==> config.mk <==
export PLATFORM = sky130hd
export DESIGN_NAME = uart_tx_fifo
export DESIGN_NICKNAME = d
export VERILOG_FILES = /design/src/rtl/uart_pkg.sv /design/src/rtl/sync_fifo.sv /design/src/rtl/uart_tx_fifo.sv
export SDC_FILE = /design/constraint.sdc
export NUM_CORES = 1
export LEC_CHECK = 0
export ABC_AREA = 1
export CORE_AREA = 2 2 161 163
export DETAILED_ROUTE_END_ITERATION = 8
export DIE_AREA = 0 0 163 165
export HOLD_SLACK_MARGIN = 0.15
export PLACE_DENSITY = 0.49
export SLEW_MARGIN = 0
export SYNTH_ARGS = -nofsm -noshare
export SYNTH_HDL_FRONTEND = slang
export SYNTH_SLANG_ARGS = --single-unit
export TNS_END_PERCENT = 1
==> constraint.sdc <==
create_clock -name clk_25mhz -period 8.32 [get_ports clk_25mhz]
set_input_delay 1.664 -clock clk_25mhz [delete_from_list [all_inputs] [get_ports clk_25mhz]]
set_output_delay 1.664 -clock clk_25mhz [all_outputs]
set_load 0.01 [all_outputs]
==> src/rtl/uart_pkg.sv <==
// Shared types and helpers for the buffered UART transmitter.
package uart_pkg;

    localparam int PARITY_NONE = 0;
    localparam int PARITY_EVEN = 1;
    localparam int PARITY_ODD  = 2;

    typedef enum logic [2:0] {
        S_IDLE,
        S_START,
        S_DATA,
        S_PARITY,
        S_STOP
    } tx_state_t;

    // Clocks per bit, rounded to nearest.
    function automatic int baud_div(input int clk_hz, input int baud);
        return (clk_hz + baud / 2) / baud;
    endfunction

endpackage

==> src/rtl/sync_fifo.sv <==
// Single-clock FIFO with registered storage and an occupancy counter.
module sync_fifo #(
    parameter int WIDTH = 8,
    parameter int DEPTH = 16
) (
    input  logic                       clk,
    input  logic                       rst_n,
    input  logic                       i_push,
    input  logic [WIDTH-1:0]           i_wdata,
    input  logic                       i_pop,
    output logic [WIDTH-1:0]           o_rdata,
    output logic                       o_full,
    output logic                       o_empty,
    output logic [$clog2(DEPTH+1)-1:0] o_count
);
    localparam int AW = (DEPTH > 1) ? $clog2(DEPTH) : 1;
    localparam int CW = $clog2(DEPTH + 1);

    logic [WIDTH-1:0] r_mem [DEPTH];
    logic [AW-1:0]    r_wr_ptr;
    logic [AW-1:0]    r_rd_ptr;
    logic [CW-1:0]    r_count;
    logic             w_do_push;
    logic             w_do_pop;

    assign o_full    = (r_count == CW'(DEPTH));
    assign o_empty   = (r_count == '0);
    assign o_count   = r_count;
    assign o_rdata   = r_mem[r_rd_ptr];
    // A push is refused while full even if the same edge pops.
    assign w_do_push = i_push && !o_full;
    assign w_do_pop  = i_pop && !o_empty;

    always_ff @(posedge clk or negedge rst_n) begin
        if (!rst_n) begin
            r_wr_ptr <= '0;
            r_rd_ptr <= '0;
            r_count  <= '0;
        end else begin
            if (w_do_push) r_wr_ptr <= r_wr_ptr + 1'b1;
            if (w_do_pop)  r_rd_ptr <= r_rd_ptr + 1'b1;
            case ({w_do_push, w_do_pop})
                2'b10:   r_count <= r_count + 1'b1;
                2'b01:   r_count <= r_count - 1'b1;
                default: r_count <= r_count;
            endcase
        end
    end

    always_ff @(posedge clk) begin
        if (w_do_push) r_mem[r_wr_ptr] <= i_wdata;
    end

endmodule

==> src/rtl/uart_tx_fifo.sv <==
// Parametrised UART transmitter fed from an internal byte FIFO; frames stream
// back-to-back while the FIFO holds data.
module uart_tx_fifo
    import uart_pkg::*;
#(
    parameter int CLK_HZ     = 25000000,
    parameter int BAUD       = 57600,
    parameter int DATA_BITS  = 8,
    parameter int PARITY     = 0,
    parameter int STOP_BITS  = 1,
    parameter int FIFO_DEPTH = 16
) (
    input  logic                              clk_25mhz,
    input  logic                              rst_n,
    input  logic [DATA_BITS-1:0]              in_data,
    input  logic                              in_valid,
    output logic                              in_ready,
    output logic                              tx,
    output logic                              busy,
    output logic                              tx_done,
    output logic [$clog2(FIFO_DEPTH+1)-1:0]   fifo_count
);
    localparam int DIV = baud_div(CLK_HZ, BAUD);
    localparam int BW  = (DIV > 1) ? $clog2(DIV) : 1;

    if (DIV < 2 || DATA_BITS < 5 || DATA_BITS > 8 || PARITY < 0 || PARITY > 2 ||
        STOP_BITS < 1 || STOP_BITS > 2 || FIFO_DEPTH < 2 ||
        (FIFO_DEPTH & (FIFO_DEPTH - 1)) != 0) begin : g_param_check
        $error("uart_tx_fifo: illegal parameter set");
    end

    tx_state_t              r_state;
    tx_state_t              w_state_nxt;
    logic [BW-1:0]          r_baud_cnt;
    logic [2:0]             r_bit_cnt;
    logic [DATA_BITS-1:0]   r_shift;
    logic                   r_parity;
    logic                   w_tick;
    logic                   w_last_data;
    logic                   w_last_stop;
    logic                   w_pop;
    logic                   w_fifo_full;
    logic                   w_fifo_empty;
    logic [DATA_BITS-1:0]   w_fifo_rdata;

    sync_fifo #(
        .WIDTH (DATA_BITS),
        .DEPTH (FIFO_DEPTH)
    ) u_fifo (
        .clk     (clk_25mhz),
        .rst_n   (rst_n),
        .i_push  (in_valid),
        .i_wdata (in_data),
        .i_pop   (w_pop),
        .o_rdata (w_fifo_rdata),
        .o_full  (w_fifo_full),
        .o_empty (w_fifo_empty),
        .o_count (fifo_count)
    );

    assign in_ready    = !w_fifo_full;
    assign busy        = (r_state != S_IDLE) || (fifo_count != '0);
    assign w_tick      = (r_baud_cnt == BW'(DIV - 1));
    assign w_last_data = (r_bit_cnt == 3'(DATA_BITS - 1));
    assign w_last_stop = (r_bit_cnt == 3'(STOP_BITS - 1));

    always_ff @(posedge clk_25mhz or negedge rst_n) begin
        if (!rst_n) r_state <= S_IDLE;
        else        r_state <= w_state_nxt;
    end

    always_comb begin
        w_state_nxt = r_state;
        unique case (r_state)
            S_IDLE:   if (!w_fifo_empty) w_state_nxt = S_START;
            S_START:  if (w_tick) w_state_nxt = S_DATA;
            S_DATA:   if (w_tick && w_last_data)
                          w_state_nxt = (PARITY != PARITY_NONE) ? S_PARITY : S_STOP;
            S_PARITY: if (w_tick) w_state_nxt = S_STOP;
            S_STOP:   if (w_tick && w_last_stop)
                          w_state_nxt = w_fifo_empty ? S_IDLE : S_START;
            default:  w_state_nxt = S_IDLE;
        endcase
    end

    always_comb begin
        tx      = 1'b1;
        tx_done = 1'b0;
        case (r_state)
            S_START:  tx = 1'b0;
            S_DATA:   tx = r_shift[0];
            S_PARITY: tx = r_parity;
            S_STOP:   tx_done = w_tick && w_last_stop;
            default:  tx = 1'b1;
        endcase
        // START is only ever entered from IDLE or the end of STOP, both of which consume a byte.
        w_pop = (w_state_nxt == S_START) && (r_state != S_START);
    end

    always_ff @(posedge clk_25mhz or negedge rst_n) begin
        if (!rst_n) begin
            r_baud_cnt <= '0;
            r_bit_cnt  <= '0;
        end else begin
            if (w_state_nxt != r_state || w_tick) r_baud_cnt <= '0;
            else                                  r_baud_cnt <= r_baud_cnt + 1'b1;
            if (w_state_nxt != r_state || (r_state == S_STOP && w_tick && w_last_stop))
                r_bit_cnt <= '0;
            else if (w_tick && (r_state == S_DATA || r_state == S_STOP))
                r_bit_cnt <= r_bit_cnt + 1'b1;
        end
    end

    always_ff @(posedge clk_25mhz) begin
        if (w_pop) begin
            r_shift  <= w_fifo_rdata;
            r_parity <= (^w_fifo_rdata) ^ (PARITY == PARITY_ODD);
        end else if (r_state == S_DATA && w_tick) begin
            r_shift  <= r_shift >> 1;
        end
    end

endmodule
== Yosys cells after proc, flatten, opt, wreduce, memory -nomap -nowiden ==
Memory sizes are Yosys's and may differ from the RTL's.
Cells that the tools add are included.

* Register bits: 37
* Memory bits (writable): 128
* Bits of input ports: 11
* Output and inout port bits: 9
* Memories: 1

{| class="wikitable"
|+ Memories
! memory !! words !! bits a word !! read ports !! clocked after Yosys merged registers in !! wr ports !! line !! source
|-
| u_fifo.r_mem || 16 || 8 || 1 || 0 || 1 || sync_fifo.sv:19 || <nowiki>logic [WIDTH-1:0] r_mem [DEPTH];</nowiki>
|}

* $add $sub $neg: 6
* Equal/unequal tests: 12
* Mux-type cells: 17
* Reduce and logical (&&, ||, !) cells: 24

{| class="wikitable"
|+ Operator list
! kind !! count
|-
| $mux W3 || 7
|-
| $mux W8 || 2
|-
| $pmux W3 S5 || 1
|-
| $pmux W5 S2 || 1
|-
| $add A9 B1 Y9 const B || 1
|-
| $eq A9 B9 Y1 const B || 1
|-
| $logic_and A1 B1 Y1 || 9
|-
| $mux W9 || 1
|-
| $add A4 B1 Y4 const B || 2
|-
| $reduce_xor A8 Y1 || 1
|-
| $eq A3 B1 Y1 const B || 2
|-
| $eq A3 B2 Y1 const B || 2
|-
| $eq A3 B3 Y1 const B || 2
|-
| $logic_not A3 Y1 || 2
|-
| $reduce_bool A2 Y1 || 3
|-
| $add A5 B1 Y5 const B || 1
|-
| $eq A5 B5 Y1 const B || 1
|-
| $logic_not A5 Y1 || 1
|-
| $reduce_bool A5 Y1 || 1
|-
| $sub A5 B1 Y5 const B || 1
|-
| $logic_or A1 B1 Y1 || 4
|-
| $mux W1 || 4
|-
| $add A3 B1 Y3 const B || 1
|-
| $ne A3 B1 Y1 const B || 1
|-
| other kinds (6) || 7
|}

== Depth between registers and ports, before layout ==
* Depth after elaboration: 9
* Mapped depth: 18

== Hierarchy ==
A second synthesis with hierarchy kept.

* Cell total of the unflattened synthesis: 788
* Area total of the unflattened synthesis: 7639.8 µm²

{| class="wikitable"
|+ Modules (own cells, without submodules)
! module !! instances !! cells an instance !! area an instance (µm²)
|-
| sync_fifo || 1 || 621 || 6231.0
|-
| uart_tx_fifo || 1 || 167 || 1408.9
|}

== Worst setup path before layout ==
No wires, ideal clock.

* Path type: input-to-reg
* Start: input in_valid
* End: register u_fifo.r_count[4] (netlist: u_fifo.o_count[4])
* Arrival time: 3.019 ns
* Slack: 5.171 ns
* Cell stages on the path: 11
* Path buffers: 0
* Path through: nand2_1 -> ha_1 -> xor2_1 -> ha_1 -> inv_1 -> nand2_1 -> a31oi_1 -> inv_1 -> a21oi_1 -> o21ai_0 -> xor2_1

* Cells in the longest elaborated chain, start to end: 3

{| class="wikitable"
|+ RTL lines
! element !! line !! source
|-
| start, declared || uart_tx_fifo.sv:16 || <nowiki>input logic in_valid,</nowiki>
|-
| $logic_and A1 B1 Y1 * || sync_fifo.sv:31 || <nowiki>assign w_do_push = i_push && !o_full;</nowiki>
|-
| $eq A2 B1 Y1 or $eq A2 B2 Y1 (tied branches) || sync_fifo.sv:42 || <nowiki>case ({w_do_push, w_do_pop})</nowiki>
|-
| $pmux W5 S2 or $reduce_bool A2 Y1 (tied branches) || - ||
|-
| end signal, assigned || sync_fifo.sv:43 || <nowiki>2'b10: r_count <= r_count + 1'b1;</nowiki>
|-
| end signal, assigned || sync_fifo.sv:44 || <nowiki>2'b01: r_count <= r_count - 1'b1;</nowiki>
|-
| end signal, assigned || sync_fifo.sv:45 || <nowiki>default: r_count <= r_count;</nowiki>
|-
| end, declared || sync_fifo.sv:22 || <nowiki>logic [CW-1:0] r_count;</nowiki>
|}

Every way passes the cells marked *; elsewhere a longest branch is shown, timed or not.
A chain may end at the register's enable or synchronous reset.

== Final worst setup path ==
* Start: register r_baud_cnt[2]
* End: output tx_done

* Cells in the longest elaborated chain, start to end: 3

{| class="wikitable"
|+ RTL lines
! element !! line !! source
|-
| start, declared || uart_tx_fifo.sv:34 || <nowiki>logic [BW-1:0] r_baud_cnt;</nowiki>
|-
| start signal, assigned || uart_tx_fifo.sv:106 || <nowiki>else r_baud_cnt <= r_baud_cnt + 1'b1;</nowiki>
|-
| $eq A9 B9 Y1 || uart_tx_fifo.sv:63 || <nowiki>assign w_tick = (r_baud_cnt == BW'(DIV - 1));</nowiki>
|-
| $logic_and A1 B1 Y1 || uart_tx_fifo.sv:93 || <nowiki>S_STOP: tx_done = w_tick && w_last_stop;</nowiki>
|-
| $mux W1 || uart_tx_fifo.sv:89 || <nowiki>case (r_state)</nowiki>
|-
| end, declared || uart_tx_fifo.sv:20 || <nowiki>output logic tx_done,</nowiki>
|}

Every way passes these cells.

==> results.py <==
metrics = {
    "run_status": {
        "status": "complete, no violations",
    },
    "critical_path": {
        "cp_top_family": "simple AND/OR/NAND/NOR gates",
        "cpPeakStageDelay_ps": 560,
        "required_ps": 6660,
        "worstSetupPathType": "flip-flop to output port",
        "critPathCaptureType": "output port",
        "worst_path_max_delay_cell": "clkdlybuf4s50_1",
        "crit_fanout": 9,
        "timing.critical_path.buf_inv": 1,
        "startpoint_type": "flip-flop",
        "crit_chain": "or2_1, nor3_4, nand2_2, nor3_1, clkdlybuf4s50_1",
        "cp.arrival_ps": 2320,
    },
    "logic_synthesis": {
        "synth_nets": 778,
        "synth_top_family_by_area": "simple AND/OR/NAND/NOR gates",
        "synth_warnings": 0,
        "synth_compound_area_share_pct": 3.58,
        "ys_seq_area_share_pct": 64.5,
        "yosys.area.top_type_share_pct": 55.1,
        "syn_area_um2": 7470,
        "ys_types": 33,
        "synth_area_per_cell_um2": 9.92,
        "synth_xor_area_share_pct": 1.99,
        "netlist_instances": 753,
        "synthAdderAreaFrac_pct": 2.35,
        "synth_mux_area_share_pct": 0,
        "synth.ff_latch_count": 165,
        "synthTopCellsByArea": "edfxtp_1 (55%), nand2_1 (13%), dfrtp_1 (9.4%)",
        "synthSimpleGateAreaFrac_pct": 22.7,
        "yosys.area.top_type": "edfxtp_1",
    },
    "floorplanning": {
        "ios": 20,
        "die_x_um": 163,
        "initial_core_util_pct": 29.8,
        "rows": 58,
        "coreArea_um2": 25000,
        "dieArea_um2": 26900,
        "die_h_um": 165,
    },
    "grt": {
        "grt_pass1_vias": 4708,
        "grt_start_max_net_pins": 76,
        "grt_use_total_pct": 13.3,
        "grt_overflow": 0,
        "grt_pass1_wl_mm": 26.4,
        "antenna_found_initial": 0,
    },
    "routing": {
        "wirelength_mm": 16.9,
        "initialDrtViolationCount": 370,
        "drc": 0,
        "vias": 4919,
        "top_layer_used": "met4",
        "first_pass_iters": 5,
        "ant_nets": 0,
        "drt-met1-wl_mm": 7.99,
        "dr_wl_met2_mm": 8.16,
        "wl_per_cell_um": 15.2,
        "post_drt_via_cell_ratio": 4.41,
        "wl_met3_um": 616,
    },
    "min_path": {
        "hp-class": "flip-flop to flip-flop",
    },
    "layout": {
        "fillers": 2542,
        "layout-drive-gt1-share_pct": 6.24,
        "stdcell_area_um2": 8600,
        "final_nets": 797,
        "area_growth_pct": 15.2,
        "diodes": 0,
    },
    "clocking": {
        "htree_levels": 4,
        "clk_path_buf_depth": 2,
        "clk_pin_slew_ps": 70,
        "clock_sinks": 165,
        "ctsHoldBuffers": 0,
        "cts_inserted_buffers": 17,
        "cts_tree": "built",
        "cts_resized": 0,
        "cts_setup_buffers": 0,
        "root_buffer": "clkbuf_16",
        "clk_latency_ps": 430,
    },
    "placed_design": {
        "detailed_place.area_um2": 7980,
        "portBuffers": 19,
        "place_ws_ps": 4460,
        "globalplace.congestion": 0.765,
        "dp_hpwl_mm": 10.7,
    },
    "sta": {
        "worst_pin_slew_ps": 830,
        "max_freq_ghz": 0.251,
        "setup_viol": 0,
        "max-slew-margin-rel_pct": 44.5,
        "rsz0062_at_grt": "false",
        "fin_crit_ps": 3980,
        "setup_slack_ps": 4340,
        "finalMaxSlewViolations": 0,
        "finClkSkew_ps": 13.2,
        "period_share_pct": 47.9,
        "fin_setup_tns_ps": 0,
        "final_hold_viol_count": 0,
    },
    "power": {
        "p_leak_nw": 3.54,
        "cellPowerDensity_nw_per_um2": 242,
        "vdd_ir_drop_max_mv": 0.0850,
    },
    "flow_run": {
        "timing.max_cap.violations": 0,
    },
}
[final timing paths]
path | from | endpoint | slack (ps) | cells past startpoint
max | r_baud_cnt[2]$_DFF_PN0_ | tx_done | 4340 | 5
min | r_baud_cnt[0]$_DFF_PN0_ | r_baud_cnt[0]$_DFF_PN0_ | 500 | 1
max in group asynchronous | rst_n | u_fifo.r_rd_ptr[0]$_DFFE_PN0P_ | 6380 | 2
max reg2reg | r_baud_cnt[2]$_DFF_PN0_ | u_fifo.o_count[4]$_DFFE_PN0P_ | 5050 | 15
min reg2reg | r_baud_cnt[0]$_DFF_PN0_ | r_baud_cnt[0]$_DFF_PN0_ | 500 | 1
min in group asynchronous | rst_n | u_fifo.o_count[1]$_DFFE_PN0P_ | 1630 | 2
[cell usage in the layout (no fill, tap or decap), types with 3 or more instances in the layout]
cell type and count:
or2_2 3, nand2_2 4, nor2_1 94, clkinv_1 4
inv_8 3, clkdlybuf4s50_1 19, o21ai_0 24, o211ai_1 3
xor2_1 11, xnor2_1 6, dfrtp_1 27, inv_1 60
nand2_1 267, buf_4 4, bufinv_16 3, ha_1 14
clkbuf_16 17, edfxtp_1 137, nand4_1 4, a21oi_1 14
nand3_1 41
[per-layer routing]
layer  vias to the layer above  GRT usage, %
met5                         -             0
met4                         0          3.78
met3                        10          2.64
met2                        90          22.1
met1                      2331          17.5
li1                       2488             -
[area by class of cell]
| cell class | instances | area [um^2] | area share (%) |
|---|---|---|---|
| tap | 330 | 413 | 4.80 |
| sequential | 165 | 4820 | 56.0 |
| clock inverter | 15 | 196 | 2.28 |
| multi-input combinational | 500 | 2290 | 26.6 |
| clock buffer | 17 | 425 | 4.94 |
| timing repair buffer | 23 | 220 | 2.56 |
| inverter | 65 | 244 | 2.84 |
[per-stage QoR]
stage | hold WS (ps) | instances | util, % | total power (W)
2_1_floorplan | 457 | 753 | - | 0.00117
3_3_place_gp | 485 | 1083 | 31.9 | 0.00127
3_5_place_dp | 493 | 1083 | 31.9 | 0.00127
4_1_cts | 502 | 1115 | 34.4 | 0.00210
5_1_grt | 535 | 1115 | 34.4 | 0.00217
6_report | 500 | 1115 | 34.4 | 0.00208
[synthesized netlist by cell type, drive strengths merged]
| cell type | count |
|---|---|
| o31ai | 1 |
| clkbuf | 3 |
| nor2 | 95 |
| dfrtp | 28 |
| o221ai | 1 |
| a31oi | 2 |
| edfxtp | 137 |
| o21ai | 26 |
| nor3 | 3 |
| nand2 | 271 |
| inv | 63 |
| a21oi | 15 |
| nand4 | 4 |
| ha | 14 |
| clkinv | 2 |
| xor2 | 11 |
| o21bai | 1 |
| or2 | 4 |
| o211ai | 3 |
| nand3 | 42 |
| buf | 20 |
| xnor2 | 6 |
| nor4 | 1 |
[flip-flops by register name, indices dropped and copies added (netlist names)]
register,flops
r_state,3
u_fifo.r_mem,128
r_shift,8
u_fifo.r_wr_ptr,4
u_fifo.o_count,5
r_baud_cnt,9
u_fifo.r_rd_ptr,4
r_parity,1
r_bit_cnt,3
[report_power, final]
| group | internal, W | leakage (nW) | total (W) | switching (W) |
|---|---|---|---|---|
| clock | 0.000481 | 0.304 | 0.000829 | 0.000347 |
| sequential | 0.000981 | 1.59 | 0.00102 | 0.0000381 |
| combinational | 0.0000763 | 1.65 | 0.000232 | 0.000156 |
| total | 0.00154 | 3.54 | 0.00208 | 0.000541 |
[cell families (layout without fill, tap and decap cells)]
group	after synthesis	after routing
buf+inv	88	120
simple gates	420	420
flops	165	165
xor+xnor	17	17
fa+ha+maj	14	14
compound gates	49	49
No activity file was read; power rests on OpenSTA's default activity.
